$ cat src/rtl/riscv_pkg.sv
// riscv_pkg: shared RV32I opcodes, operand selects, ALU codes and decode entry types
package riscv_pkg;
  localparam int ALU_OP_WIDTH = 4;
  typedef enum logic [6:0] {
    OPC_LOAD = 7'h03, OPC_MISC_MEM = 7'h0f, OPC_OP_IMM = 7'h13, OPC_AUIPC = 7'h17,
    OPC_STORE = 7'h23, OPC_OP = 7'h33, OPC_LUI = 7'h37, OPC_BRANCH = 7'h63,
    OPC_JALR = 7'h67, OPC_JAL = 7'h6f, OPC_SYSTEM = 7'h73
  } opcode_e;
  typedef enum logic [ALU_OP_WIDTH-1:0] {
    ALU_ADD, ALU_SUB, ALU_XOR, ALU_OR, ALU_AND, ALU_SLL, ALU_SRL, ALU_SRA,
    ALU_SLT, ALU_SLTU, ALU_EQ, ALU_NE, ALU_LT, ALU_GE, ALU_LTU, ALU_GEU
  } alu_op_e;
  typedef enum logic [1:0] {OP_A_RS1, OP_A_CURR_PC, OP_A_ZERO} op_a_e;
  typedef enum logic [2:0] {OP_B_RS2, OP_B_IMM_I, OP_B_IMM_U, OP_B_IMM_S, OP_B_INCR} op_b_e;
  localparam logic [2:0] LDST_B = 3'd0, LDST_H = 3'd1, LDST_W = 3'd2, LDST_BU = 3'd4, LDST_HU = 3'd5;
  typedef struct packed {
    op_a_e       op_a;
    op_b_e       op_b;
    alu_op_e     alu_op;
    logic        mem_req;
    logic        mem_we;
    logic [2:0]  mem_size;
    logic        gpr_we;
    logic        wb_src;
    logic        illegal;
    logic        branch;
    logic        jal;
    logic        jalr;
  } dec_t;
  typedef struct packed {
    logic [31:0] pc;
    logic [31:0] instr;
    dec_t        dec;
  } entry_t;
  function automatic alu_op_e alu_f3(input logic [2:0] f3, input logic alt);
    alu_op_e r;
    case (f3)
      3'd0: r = alt ? ALU_SUB : ALU_ADD;
      3'd1: r = ALU_SLL;
      3'd2: r = ALU_SLT;
      3'd3: r = ALU_SLTU;
      3'd4: r = ALU_XOR;
      3'd5: r = alt ? ALU_SRA : ALU_SRL;
      3'd6: r = ALU_OR;
      default: r = ALU_AND;
    endcase
    return r;
  endfunction
endpackage

$ cat src/rtl/riscv_decode_comb.sv
// riscv_decode_comb: purely combinational RV32I field decode
module riscv_decode_comb
  import riscv_pkg::*;
#(
  parameter int unsigned FENCE_LEGAL = 1
) (
  input  logic [6:0] opcode_i,
  input  logic [2:0] funct3_i,
  input  logic [6:0] funct7_i,
  output dec_t       dec_o
);
  logic ill;
  always_comb begin
    dec_o = '0;
    ill = 1'b0;
    case (opcode_i)
      OPC_LUI: begin
        dec_o.op_a = OP_A_ZERO;
        dec_o.op_b = OP_B_IMM_U;
        dec_o.gpr_we = 1'b1;
      end
      OPC_AUIPC: begin
        dec_o.op_a = OP_A_CURR_PC;
        dec_o.op_b = OP_B_IMM_U;
        dec_o.gpr_we = 1'b1;
      end
      OPC_JAL, OPC_JALR: begin
        dec_o.op_a = OP_A_CURR_PC;
        dec_o.op_b = OP_B_INCR;
        dec_o.gpr_we = 1'b1;
        dec_o.jal = opcode_i == OPC_JAL;
        dec_o.jalr = opcode_i == OPC_JALR;
        ill = opcode_i == OPC_JALR && funct3_i != 3'd0;
      end
      OPC_BRANCH: begin
        dec_o.branch = 1'b1;
        // EQ/NE sit at 10/11 and LT..GEU at 12..15, so funct3 maps by concatenation
        dec_o.alu_op = alu_op_e'(funct3_i[2] ? {2'b11, funct3_i[1:0]} : {3'b101, funct3_i[0]});
        ill = funct3_i[2:1] == 2'b01;
      end
      OPC_LOAD: begin
        dec_o.op_b = OP_B_IMM_I;
        dec_o.mem_req = 1'b1;
        dec_o.mem_size = funct3_i;
        dec_o.wb_src = 1'b1;
        dec_o.gpr_we = 1'b1;
        ill = funct3_i == 3'd3 || funct3_i[2:1] == 2'b11;
      end
      OPC_STORE: begin
        dec_o.op_b = OP_B_IMM_S;
        dec_o.mem_req = 1'b1;
        dec_o.mem_we = 1'b1;
        dec_o.mem_size = funct3_i;
        ill = funct3_i > 3'd2;
      end
      OPC_OP_IMM: begin
        dec_o.op_b = OP_B_IMM_I;
        dec_o.gpr_we = 1'b1;
        dec_o.alu_op = alu_f3(funct3_i, funct3_i == 3'd5 && funct7_i[5]);
        ill = (funct3_i == 3'd1 && funct7_i != 7'd0) ||
              (funct3_i == 3'd5 && (funct7_i & 7'b1011111) != 7'd0);
      end
      OPC_OP: begin
        dec_o.gpr_we = 1'b1;
        dec_o.alu_op = alu_f3(funct3_i, funct7_i[5]);
        ill = (funct7_i & 7'b1011111) != 7'd0 ||
              (funct7_i[5] && funct3_i != 3'd0 && funct3_i != 3'd5);
      end
      OPC_MISC_MEM: ill = FENCE_LEGAL == 0;
      default: ill = 1'b1;
    endcase
    ill = ill | (opcode_i[1:0] != 2'b11);
    dec_o.illegal = ill;
    if (ill) begin
      dec_o.mem_req = 1'b0;
      dec_o.mem_we = 1'b0;
      dec_o.gpr_we = 1'b0;
      dec_o.branch = 1'b0;
      dec_o.jal = 1'b0;
      dec_o.jalr = 1'b0;
    end
  end
endmodule

$ cat src/rtl/riscv_decode_stage.sv
// riscv_decode_stage: registered decode stage with optional skid slot and illegal counter
module riscv_decode_stage
  import riscv_pkg::*;
#(
  parameter int unsigned SKID_EN     = 1,
  parameter int unsigned ILL_CNT_W   = 16,
  parameter int unsigned FENCE_LEGAL = 1
) (
  input  logic                    clk_i,
  input  logic                    rst_n_i,
  input  logic                    in_valid_i,
  output logic                    in_ready_o,
  input  logic [31:0]             fetched_instr_i,
  input  logic [31:0]             pc_i,
  input  logic                    flush_i,
  output logic                    out_valid_o,
  input  logic                    out_ready_i,
  output logic [31:0]             pc_o,
  output logic [31:0]             instr_o,
  output logic [1:0]              ex_op_a_sel_o,
  output logic [2:0]              ex_op_b_sel_o,
  output logic [ALU_OP_WIDTH-1:0] alu_op_o,
  output logic                    mem_req_o,
  output logic                    mem_we_o,
  output logic [2:0]              mem_size_o,
  output logic                    gpr_we_a_o,
  output logic                    wb_src_sel_o,
  output logic                    illegal_instr_o,
  output logic                    branch_o,
  output logic                    jal_o,
  output logic                    jalr_o,
  output logic [ILL_CNT_W-1:0]    ill_cnt_o
);
  dec_t in_dec;
  entry_t in_e, out_q, out_d, skid_q, skid_d;
  logic out_valid_q, out_valid_d, skid_valid_q, skid_valid_d, active_q, active_d;
  logic in_fire, out_fire;
  logic [ILL_CNT_W-1:0] ill_cnt_q, ill_cnt_d;
  riscv_decode_comb #(.FENCE_LEGAL(FENCE_LEGAL)) u_dec (
    .opcode_i(fetched_instr_i[6:0]),
    .funct3_i(fetched_instr_i[14:12]),
    .funct7_i(fetched_instr_i[31:25]),
    .dec_o   (in_dec)
  );
  assign in_e = {pc_i, fetched_instr_i, in_dec};
  // active_q holds ready low through reset and for the first edge after it
  assign active_d = 1'b1;
  assign in_ready_o = active_q & ((SKID_EN != 0) ? !skid_valid_q : (!out_valid_q | out_ready_i));
  assign in_fire = in_valid_i & in_ready_o;
  assign out_fire = out_valid_q & out_ready_i;
  always_comb begin
    out_d = out_q;
    skid_d = skid_q;
    out_valid_d = out_valid_q;
    skid_valid_d = skid_valid_q;
    if (flush_i) begin
      out_valid_d = 1'b0;
      skid_valid_d = 1'b0;
    end else if (!out_valid_q || out_fire) begin
      out_valid_d = skid_valid_q | in_fire;
      out_d = skid_valid_q ? skid_q : in_e;
      skid_valid_d = 1'b0;
    end else if (in_fire) begin
      skid_valid_d = 1'b1;
      skid_d = in_e;
    end
    ill_cnt_d = (!flush_i && out_fire && out_q.dec.illegal && !(&ill_cnt_q)) ?
                ill_cnt_q + ILL_CNT_W'(1) : ill_cnt_q;
  end
  always_ff @(posedge clk_i or negedge rst_n_i) begin
    if (!rst_n_i) begin
      out_q <= '0;
      skid_q <= '0;
      out_valid_q <= 1'b0;
      skid_valid_q <= 1'b0;
      active_q <= 1'b0;
      ill_cnt_q <= '0;
    end else begin
      out_q <= out_d;
      skid_q <= skid_d;
      out_valid_q <= out_valid_d;
      skid_valid_q <= skid_valid_d;
      active_q <= active_d;
      ill_cnt_q <= ill_cnt_d;
    end
  end
  assign out_valid_o = out_valid_q;
  assign pc_o = out_q.pc;
  assign instr_o = out_q.instr;
  assign ex_op_a_sel_o = out_q.dec.op_a;
  assign ex_op_b_sel_o = out_q.dec.op_b;
  assign alu_op_o = out_q.dec.alu_op;
  assign mem_req_o = out_q.dec.mem_req;
  assign mem_we_o = out_q.dec.mem_we;
  assign mem_size_o = out_q.dec.mem_size;
  assign gpr_we_a_o = out_q.dec.gpr_we;
  assign wb_src_sel_o = out_q.dec.wb_src;
  assign illegal_instr_o = out_q.dec.illegal;
  assign branch_o = out_q.dec.branch;
  assign jal_o = out_q.dec.jal;
  assign jalr_o = out_q.dec.jalr;
  assign ill_cnt_o = ill_cnt_q;
endmodule

$ cat config.mk
export PLATFORM = sky130hd
export DESIGN_NAME = riscv_decode_stage
export DESIGN_NICKNAME = d
export VERILOG_FILES = /design/src/rtl/riscv_pkg.sv /design/src/rtl/riscv_decode_comb.sv /design/src/rtl/riscv_decode_stage.sv
export SDC_FILE = /design/constraint.sdc
export NUM_CORES = 1
export LEC_CHECK = 0
export ABC_AREA = 1
export BUFFER_PORTS_ARGS = -buffer_cell sky130_fd_sc_hd__clkbuf_2
export CAP_MARGIN = 20
export CORE_MARGIN = 5
export CORE_UTILIZATION = 59
export DETAILED_ROUTE_END_ITERATION = 7
export PLACE_DENSITY = 0.95
export SYNTH_ARGS = -nofsm -noshare
export SYNTH_HDL_FRONTEND = slang
export SYNTH_SLANG_ARGS = --single-unit
$ cat constraint.sdc
create_clock -name clk_i -period 3.65 [get_ports clk_i]
set_clock_uncertainty 0.15 [all_clocks]
set_input_delay 0.73 -clock clk_i [delete_from_list [all_inputs] [get_ports clk_i]]
set_output_delay 0.73 -clock clk_i [all_outputs]
set_load 0.01 [all_outputs]
==> impl_summary.txt <==
----------------------------------------------------
[Run status]
  Run status ... finished, final reports clean

[STA]
  Post-route worst hold slack ... 167.9 ps
  Measured slew at the worst slew-check pin ... about 930 ps
  Maximum frequency from static timing analysis ... between 400 and 500 MHz
  Aggregate negative setup slack ... 0 ps
  Post-layout min period ... roughly 2200 ps
  Final Setup Violations ... 0
  Count of endpoints failing hold in the final timing report ... 0
  Unrepaired setup endpoints after global routing ... false
  Min setup slack post-route ... ~1500 ps
  Final worst-path cycle share ... just under 60%
  Max-slew headroom ... around two fifths
  Total count of max-transition violations in the final report ... 0

[Clocking]
  TritonCTS Sinks ... approximately 190
  Root Driver ... sky130_fd_sc_hd__clkbuf_16
  Hold-fix buffers, CTS ... 0
  Number of buffers added by the clock tree synthesis step ... 17
  H-tree depth ... 4
  Clock latency of the later-clocked register in the worst-skew pair ... about 430 ps
  CTS tree ... built
  Clock Path Buffers ... 2
  Post-cts sizing count ... 0
  Clock-pin slew on the worst setup and hold paths ... 70 ps
  Post-CTS Setup Repair Bufs ... 0

[Setup path]
  Critical path capture point type ... primary output
  Data arrival time of the critical path ... between 1000 and 1500 ps
  WS Path Type ... flip-flop to primary output
  Type of origin of the critical path ... flip-flop
  Worst r2r path cells ... 8
  CP Max Fanout ... 3
  WP data required ... about 2800 ps

[Cells and area]
  Count of nets after finishing ... 1230
  Layout cell share with drive strength beyond 1 ... around a fifth
  Sequential cell area ... roughly 0.0047 sq mm
  Final instance count without filler cells ... between 1000 and 1500
  Antenna Diode Count ... 0
  Commonest non-fill, non-tap cell in the layout ... sky130_fd_sc_hd__nand2_1
  Area of the multi-input gates ... 0.003199 sq mm
  Total non-filler cell area in the finished layout ... between 0.009 and 0.01 sq mm
  Post-synthesis to final-layout area growth ... 19.80%
  Commonest cells after routing, fill and taps aside ... 413 x sky130_fd_sc_hd__nand2_1, 186 x sky130_fd_sc_hd__dfrtp_1, 169 x sky130_fd_sc_hd__clkbuf_2
  Fillcell total ... approximately 1000
  Final Util ... ~72%

[Yosys]
  Synth Area in Compound Gates ... a little under a tenth
  Avg Synthesized Cell Area ... 8.124 sq um
  Post-synthesis simple-gate area fraction ... 28.01%
  Largest area contributor in the synthesized netlist ... sky130_fd_sc_hd__dfrtp_1
  Count of flip-flops with a built-in enable after synthesis ... 0
  Asr flop ratio synth ... 100.0%
  Yosys reg bits ... approximately 190
  Post-Syn Area ... 0.008254 sq mm
  Fraction of synthesized cell area in xor and xnor cells ... under 10%
  Cells after synthesis ... around 1000
  Cells taking the most area after synthesis ... sky130_fd_sc_hd__dfrtp_1 57%, sky130_fd_sc_hd__nand2_1 19%, sky130_fd_sc_hd__nor2_1 5.5%
  Largest family of logic cells by synthesized area ... simple AND/OR/NAND/NOR gates
  Dominant synthesized flop cell ... sky130_fd_sc_hd__dfrtp_1
  Share of synthesized cell area in full adder, half adder and majority cells ... less than 1%
  Mux contribution to synthesized area ... 0%
  Top cell type's share of synthesized area ... approximately 57%
  Number of synthesis warnings ... 0
  Netlist cell types ... 33
  Net count of the mapped netlist ... between 1000 and 1500
  Sequential cell area fraction in the yosys report ... 56.69%

[Power]
  Net Switching ... ~1.3 mW
  Switching Fraction ... about a quarter
  Sequential share of power ... between 40 and 50%
  Total leakage power ... ~5.2 nW
  Worst-case vdd ir drop ... around 0.4 mV
  Share of power burned in the clock network ... about 40%
  Total power after layout ... a little over 5 mW
  Internal power ... roughly 3.8 mW
  Logic gate share of total power ... approximately an eighth
  PwrDens ... ~520 mW/mm^2

[GRT]
  Largest net degree at the start of global routing ... 90
  Routing usage on met2 ... about 43%
  Number of antenna violations at the first check in global routing ... 0
  Met3 track demand over resource in global routing ... 5.917%
  Total track usage ... 26.46%
  Overflow left after global routing ... 0
  Vias in the first global route ... around 7300
  Routing layer with the top usage in global route ... met2
  Met1 track demand over resource ... 36.13%
  Global-route wire length before repair ... ~35000 um

[Die]
  Die X ... around 130 um
  Area of the die ... 0.01646 sq mm
  Initial core utilization ... between 50% and 60%
  Die Y ... between 100 and 150 um
  Number of cell rows ... 43
  I/O pin count ... between 150 and 200
  Core area ... 0.01383 sq mm

[Min path]
  Tightest Hold Check Type ... primary input to asynchronous set/reset pin

[Place]
  Port Buf Inserts ... 170
  Placement Cell Area ... between 0.009 and 0.01 sq mm
  Dpl cells ... about 1300
  Placement Setup Slack ... 1151 ps
  Weighted congestion at the end of routability-driven global placement ... between 0.8 and 0.9
  Sum of net half-perimeters after detailed placement ... between 10000 and 15000 um

[Detailed routing]
  Detailed-route wire length per cell ... between 15 and 20 um
  Ratio of routed vias to standard cells ... ~5.5
  Number of vias after detailed routing ... approximately 7400
  Number of detailed-routing iterations run before antenna repair ... 6
  Remaining antenna violation count ... 0
  DRC errors left ... 0
  Post-detailed-routing wire length ... a little over 20000 um
  Count of routing violations after the opening detailed-route iteration ... approximately 840

[Run]
  Max-capacitance violation count ... 0

----------------------------------------------------
final timing paths:
| check | start | end | slack [ps] |
|---|---|---|---|
| worst min-delay path | rst_n_i | ill_cnt_o[7]$_DFFE_PN0P_ | 170 |
| min in group clk_i | skid_q[48]$_DFFE_PN0P_ | skid_q[48]$_DFFE_PN0P_ | 330 |
| worst min register to register | skid_q[48]$_DFFE_PN0P_ | skid_q[48]$_DFFE_PN0P_ | 330 |
| worst max-delay path | skid_valid_q$_DFFE_PN0P_ | in_ready_o | 1470 |
| worst max register to register | ill_cnt_o[0]$_DFFE_PN0P_ | ill_cnt_o[14]$_DFFE_PN0P_ | 1600 |
| max in group asynchronous | rst_n_i | skid_valid_q$_DFFE_PN0P_ | 2360 |
flip-flops by register name (all words and copies together), names as in the netlist:
| name | count |
|---|---|
| jal_o | 1 |
| instr_o | 32 |
| ex_op_a_sel_o | 2 |
| skid_valid_q | 1 |
| skid_q | 84 |
| out_valid_o | 1 |
| branch_o | 1 |
| gpr_we_a_o | 1 |
| ill_cnt_o | 16 |
| jalr_o | 1 |
| wb_src_sel_o | 1 |
| alu_op_o | 4 |
| mem_req_o | 1 |
| mem_we_o | 1 |
| mem_size_o | 3 |
| active_q | 1 |
| pc_o | 32 |
| ex_op_b_sel_o | 3 |
| illegal_instr_o | 1 |
critical path: stages (launching register included):
cell and delay (ps):
sky130_fd_sc_hd__dfrtp_2 430, sky130_fd_sc_hd__nor2_1 250, sky130_fd_sc_hd__clkbuf_2 190
power by group through the flow:
stage | Sequential [mW] | Clock (mW) | Combinational (mW)
after detailed placement | 2.49 | 0 | 0.608
after CTS | 2.46 | 2.07 | 0.613
after floorplan | 2.51 | 0 | 0.294
final | 2.46 | 2.04 | 0.603
after global routing | 2.49 | 2.17 | 0.694
after global placement | 2.48 | 0 | 0.583
logic make-up after synthesis:
| family | after synthesis |
|---|---|
| xor+xnor | 13 |
| other cells | 1 |
| buf+inv | 97 |
| compound gates | 129 |
| fa+ha+maj | 1 |
| flops | 187 |
| simple gates | 588 |
synth_stat cells, types with 3 or more instances:
library cell,n
sky130_fd_sc_hd__nand2_1,413
sky130_fd_sc_hd__dfrtp_1,187
sky130_fd_sc_hd__nor2_1,120
sky130_fd_sc_hd__a31oi_1,64
sky130_fd_sc_hd__inv_1,36
sky130_fd_sc_hd__clkbuf_1,35
sky130_fd_sc_hd__o21ai_0,31
sky130_fd_sc_hd__nand3_1,28
sky130_fd_sc_hd__a21oi_1,20
sky130_fd_sc_hd__buf_2,19
sky130_fd_sc_hd__nor3_1,10
sky130_fd_sc_hd__xor2_1,8
sky130_fd_sc_hd__o21ai_1,7
sky130_fd_sc_hd__xnor2_1,5
sky130_fd_sc_hd__inv_2,4
sky130_fd_sc_hd__nand4_1,4
sky130_fd_sc_hd__nor2_2,3
sky130_fd_sc_hd__nor4_1,3
metal layers:
metal / share of wire, % / vias to the layer above
li1: - / 3535
met1: 42 / 3498
met2: 48 / 316
met3: 7.8 / 38
met4: 2.0 / 0
met5: 0 / -
final cells by class:
type | count | share of cell area, %
Multi-Input combinational cell | 732 | 32.35
Clock inverter | 11 | 1.911
Clock buffer | 21 | 4.758
Timing Repair Buffer | 181 | 9.781
Inverter | 41 | 1.582
Sequential cell | 187 | 47.34
Tap cell | 180 | 2.278
No activity file was read; power rests on OpenSTA's default activity.
